### src/rtl/mem_access_unit.sv
// Memory-stage load/store controller: turns MEM-stage loads/stores into a req/ready bus transfer and extends load data into Mout.
// Latency: IDLE -> WAIT (one cycle per bus wait state) -> DONE; minimum 2 stall cycles, Mout valid in DONE.
// Backpressure: stall held while the access is seen in IDLE and throughout WAIT; optional MEM_MISALIGN_TRAP_EN flags misaligned H/W accesses instead of issuing them.
module mem_access_unit #(
    parameter int AW = 32
) (
    input  logic          clk,
    input  logic          rst,
    input  logic [31:0]   AluOut,
    input  logic [31:0]   storeData,
    input  logic          memRead,
    input  logic          memWrite,
    input  logic [2:0]    funct3,
    output logic [31:0]   Mout,
    output logic          stall,
    output logic          misalign,
    output logic          dmem_req,
    output logic          dmem_we,
    output logic [AW-1:0] dmem_addr,
    output logic [3:0]    dmem_be,
    output logic [31:0]   dmem_wdata,
    input  logic          dmem_ready,
    input  logic [31:0]   dmem_rdata
);

    typedef enum logic [1:0] {S_IDLE, S_WAIT, S_DONE} state_t;

    localparam logic [1:0] SZ_B = 2'd0;
    localparam logic [1:0] SZ_H = 2'd1;
    localparam logic [1:0] SZ_W = 2'd2;

    state_t          state_q, state_d;
    logic            req_q, req_d;
    logic            we_q, we_d;
    logic [AW-1:0]   addr_q, addr_d;
    logic [3:0]      be_q, be_d;
    logic [31:0]     wdata_q, wdata_d;
    logic [1:0]      size_q, size_d;
    logic            uns_q, uns_d;
    logic [1:0]      off_q, off_d;
    logic [31:0]     mout_q, mout_d;

    logic            access;
    logic            trap;
    logic            is_b, is_h, is_w;
    logic [1:0]      off;
    logic [1:0]      size_new;
    logic [3:0]      be_new;
    logic [31:0]     wdata_new;
    logic [7:0]      ld_byte;
    logic [15:0]     ld_half;
    logic [31:0]     ld_ext;

    // Decode size/sign of the incoming access and build its bus fields.
    // 011/110/111 fall through to word; the offset is forced to natural alignment.
    always_comb begin
        is_b      = (funct3[1:0] == 2'b00);
        is_h      = (funct3[1:0] == 2'b01);
        is_w      = ~is_b & ~is_h;
        access    = memRead | memWrite;
        off       = is_w ? 2'b00 : (is_h ? {AluOut[1], 1'b0} : AluOut[1:0]);
        size_new  = is_b ? SZ_B : (is_h ? SZ_H : SZ_W);
        be_new    = is_b ? (4'b0001 << off) : (is_h ? (4'b0011 << off) : 4'b1111);
        wdata_new = is_b ? {4{storeData[7:0]}} : (is_h ? {2{storeData[15:0]}} : storeData);
`ifdef MEM_MISALIGN_TRAP_EN
        trap      = (state_q == S_IDLE) & access &
                    ((is_h & AluOut[0]) | (is_w & (AluOut[1:0] != 2'b00)));
`else
        trap      = 1'b0;
`endif
    end

    // Select the byte/half lane of the returned word and extend it.
    always_comb begin
        case (off_q)
            2'd0:    ld_byte = dmem_rdata[7:0];
            2'd1:    ld_byte = dmem_rdata[15:8];
            2'd2:    ld_byte = dmem_rdata[23:16];
            default: ld_byte = dmem_rdata[31:24];
        endcase
        ld_half = off_q[1] ? dmem_rdata[31:16] : dmem_rdata[15:0];
        case (size_q)
            SZ_B:    ld_ext = {{24{~uns_q & ld_byte[7]}}, ld_byte};
            SZ_H:    ld_ext = {{16{~uns_q & ld_half[15]}}, ld_half};
            default: ld_ext = dmem_rdata;
        endcase
    end

    // Next-state logic: launch in IDLE, hold the bus in WAIT until ready, one DONE cycle.
    always_comb begin
        state_d = state_q;
        req_d   = req_q;
        we_d    = we_q;
        addr_d  = addr_q;
        be_d    = be_q;
        wdata_d = wdata_q;
        size_d  = size_q;
        uns_d   = uns_q;
        off_d   = off_q;
        mout_d  = mout_q;
        case (state_q)
            S_IDLE: begin
                if (access && !trap) begin
                    state_d = S_WAIT;
                    req_d   = 1'b1;
                    we_d    = memWrite;
                    addr_d  = {AluOut[AW-1:2], 2'b00};
                    be_d    = be_new;
                    wdata_d = wdata_new;
                    size_d  = size_new;
                    uns_d   = funct3[2] & ~is_w;
                    off_d   = off;
                end
            end
            S_WAIT: begin
                if (dmem_ready) begin
                    state_d = S_DONE;
                    req_d   = 1'b0;
                    if (!we_q) mout_d = ld_ext;
                end
            end
            S_DONE:  state_d = S_IDLE;
            default: state_d = S_IDLE;
        endcase
    end

    // State and registered bus/result outputs; reset abandons any outstanding transfer.
    always_ff @(posedge clk or negedge rst) begin
        if (!rst) begin
            state_q <= S_IDLE;
            req_q   <= 1'b0;
            we_q    <= 1'b0;
            addr_q  <= '0;
            be_q    <= 4'b0000;
            wdata_q <= 32'h0;
            size_q  <= SZ_B;
            uns_q   <= 1'b0;
            off_q   <= 2'b00;
            mout_q  <= 32'h0;
        end else begin
            state_q <= state_d;
            req_q   <= req_d;
            we_q    <= we_d;
            addr_q  <= addr_d;
            be_q    <= be_d;
            wdata_q <= wdata_d;
            size_q  <= size_d;
            uns_q   <= uns_d;
            off_q   <= off_d;
            mout_q  <= mout_d;
        end
    end

    assign stall      = ((state_q == S_IDLE) & access & ~trap) | (state_q == S_WAIT);
    assign misalign   = trap;
    assign dmem_req   = req_q;
    assign dmem_we    = we_q;
    assign dmem_addr  = addr_q;
    assign dmem_be    = be_q;
    assign dmem_wdata = wdata_q;
    assign Mout       = mout_q;

endmodule

### config.mk
export PLATFORM = sky130hd
export DESIGN_NAME = mem_access_unit
export DESIGN_NICKNAME = d
export VERILOG_FILES = /design/src/rtl/mem_access_unit.sv
export SDC_FILE = /design/constraint.sdc
export NUM_CORES = 1
export LEC_CHECK = 0
export ABC_AREA = 1
export ABC_CLOCK_PERIOD_IN_PS = 1360
export CORE_ASPECT_RATIO = 0.75
export CORE_MARGIN = 4
export CORE_UTILIZATION = 44
export DETAILED_ROUTE_END_ITERATION = 8
export GPL_TIMING_DRIVEN = 0
export HOLD_SLACK_MARGIN = 0.15
export PLACE_DENSITY = 0.89
export SYNTH_ARGS = -nofsm -noshare
export SYNTH_HDL_FRONTEND = slang
export SYNTH_SLANG_ARGS = --single-unit
### constraint.sdc
create_clock -name clk -period 1.36 [get_ports clk]
set_input_delay 0.272 -clock clk [delete_from_list [all_inputs] [get_ports clk]]
set_output_delay 0.272 -clock clk [all_outputs]
set_load 0.005 [all_outputs]
==> reports/metrics.csv <==
metric,value,unit
outcome,"finished, violations left",
violations,negative setup slack,
final_util,0.773,
synthMuxAreaShare,0,
finalSetupTns,-8.11,ns
cp-start-kind,flip-flop,
clock_sinks,107,
syn_avg_cell_area,8.11,um^2
synth.most_common_cell,nand2_1,
die_area,13800,um^2
seq_area_frac_synth,0.507,
power.total,0.0197,W
path_class,flip-flop to primary output,
insertedDiodeCount,0,
io_pins,208,
yosys-top-cells-count,"239 x nand2_1, 107 x dfrtp_1, 54 x nor2_1",
clock_skew,0.0117,ns
synth_top_area_frac,0.507,
grt_pass1_wl,26300,um
insertion_delay,0.35,ns
clock_path_buffers,2,
synth_seq_cells,107,
die_w,135,um
worst-path-max-fanout,3,
dr.first_iter.drc_count,391,
tritoncts,done,
peakVddDrop,0.00128,V
place_area,7540,um^2
setup_viol,95,
dpl.hpwl,12400,um
routed_wl,19600,um
hp-class,input pin to flip-flop,
slew_headroom,0.557,
yosys.area.top_type,dfrtp_1,
ys_types,33,
finalMaxSlewViolations,0,
floorplan.initialDensity,0.453,
wl_per_cell,18.0,um
fin_crit_sh,1.19,
grt_usage,0.242,
synth_compound_area_frac,0.101,
final_hold_viol_count,0,
fmax,619,MHz
rsz0062_at_grt,true,
numPortBuffers,202,
final.setup.worst_slack,-0.257,ns
worstPathArrival,1.34,ns
synth_cells,651,
max_slew.worst_pin.slew,0.665,ns
maxCapViolCount,0,
cts_max_level,3,
crit_path_end_kind,primary output,
hold_ws,0.192,ns
grt_start_max_net_pins,61,
synthFlopType,dfrtp_1,
synthXorXnorAreaFrac,0,
synthAdderAreaFrac,0.00947,
synth_top_family_by_area,simple AND/OR/NAND/NOR gates,
antenna_found_initial,0,
nNetsFinal,1031,
grt_pass1_vias,5233,
vias,5727,
stdcell_area,9010,um^2
clk_pin_slew,0.07,ns
die_y,103,um
core_area,11700,um^2
netlist_top_cells_area,"dfrtp_1 51%, nand2_1 17%, nor2_1 3.8%",
synth_edf_count,0,
period_needed,1.62,ns
place.gp.congestion,0.926,
cts-root-buf,clkbuf_16,
drive_above_1_share,0.261,
post-route-drc-count,0,
ys_warn_count,0,
power.leakage,4.36,nW
synthSimpleGateAreaFrac,0.306,
firstDrtPassIters,7,
cts_buffers,9,
power_density,2190,nW/um^2
worstPathRequired,1.09,ns
via_per_inst,5.25,
area_growth_syn_to_layout,70.5,%
syn_area,5280,um^2
overflow,0,
ant_nets,0,
rows,34,
synthArstFlopShare,1.00,
[through the flow]
stage	setup WS (ns)	instances
3_5_place_dp	-0.991	1018
3_3_place_gp	-4.08	1017
6_report	-0.257	1090
2_1_floorplan	0.0138	653
5_1_grt	-0.341	1090
4_1_cts	-0.268	1057
[cells in the final DEF (no fill, tap or decap), types with 4 or more instances in the layout]
master	instances
a21oi_1	12
a21oi_2	17
a31oi_1	8
a41oi_1	4
buf_12	4
buf_2	8
buf_4	37
buf_6	21
buf_8	12
clkbuf_16	22
clkdlybuf4s50_1	98
dfrtp_1	105
dlygate4sd2_1	100
ha_1	4
inv_1	26
inv_2	6
nand2_1	211
nand2_2	19
nand2_4	9
nand3_1	26
nand3_2	20
nand3_4	4
nor2_1	45
nor2_2	7
nor2_4	5
o21ai_0	10
o21ai_1	21
o21ai_2	7
or2_1	6
or2_2	16
[layout make-up]
class	count	area (um^2)
multi-input combinational	468	2600
buffer	40	435
sequential	107	2680
timing repair buffer	260	2630
tap	162	203
fill	817	2650
inverter	37	180
clock inverter	7	60.1
clock buffer	9	225
[worst paths after layout]
| check | start | endpoint | slack, ns | depth (start not counted) |
|---|---|---|---|---|
| worst max register to register | state_q[0] | dmem_wdata[26] | -0.22 | 9 |
| worst min register to register | dmem_addr[10] | dmem_addr[10] | 0.47 | 2 |
| worst max-delay path | state_q[0] | stall | -0.26 | 6 |
| min in group asynchronous | rst | off_q[1] | 0.48 | 2 |
| worst min-delay path | dmem_ready | state_q[0] | 0.19 | 2 |
| max in group asynchronous | rst | dmem_addr[3] | 0.14 | 3 |
[sequential cells by signal, summed over array words and instances (netlist names)]
signal and count:
dmem_wdata 32, dmem_req 1, state_q 2, dmem_we 1
off_q 2, dmem_be 4, uns_q 1, size_q 2
dmem_addr 30, Mout 32
[power breakdown]
group / internal (W) / switching, W / total [W] / leakage, nW
clock network: 0.00128 / 0.00128 / 0.00256 / 0.136
registers: 0.00476 / 0.000926 / 0.00569 / 1.27
logic: 0.00585 / 0.00562 / 0.0115 / 2.95
total: 0.0119 / 0.00782 / 0.0197 / 4.36
[per-layer routing]
| metal | vias to the layer above | track usage | part of all wire |
|---|---|---|---|
| met2 | 322 | 0.397 | 0.47 |
| li1 | 2624 | - | - |
| met1 | 2720 | 0.313 | 0.40 |
| met5 | - | 0 | 0 |
| met3 | 61 | 0.0741 | 0.096 |
| met4 | 0 | 0.0728 | 0.032 |
[critical path, cell delays in order (launching register included)]
cell and delay, ns:
dfrtp_1 0.40, nor2_2 0.16, o21ai_4 0.08, buf_6 0.12, buf_8 0.11, nand2_4 0.04, buf_6 0.09
[cells by family (layout without fill, tap and decap cells)]
logic type      count (synthesis)  after routing
compound gates                 90             90
fa+ha+maj                       4              4
other cells                     1              3
buf+inv                        78            353
simple gates                  371            371
flops                         107            107
[timing repair]
item,CTS,global route
gates resized for setup,156,164
pin swaps,1,24
setup buffers,21,20
endpoints found under the hold margin,47,0
endpoints found under the setup margin,196,105
gates cloned,1,16
hold buffers,1,0
(Power assumes the default switching activity.)
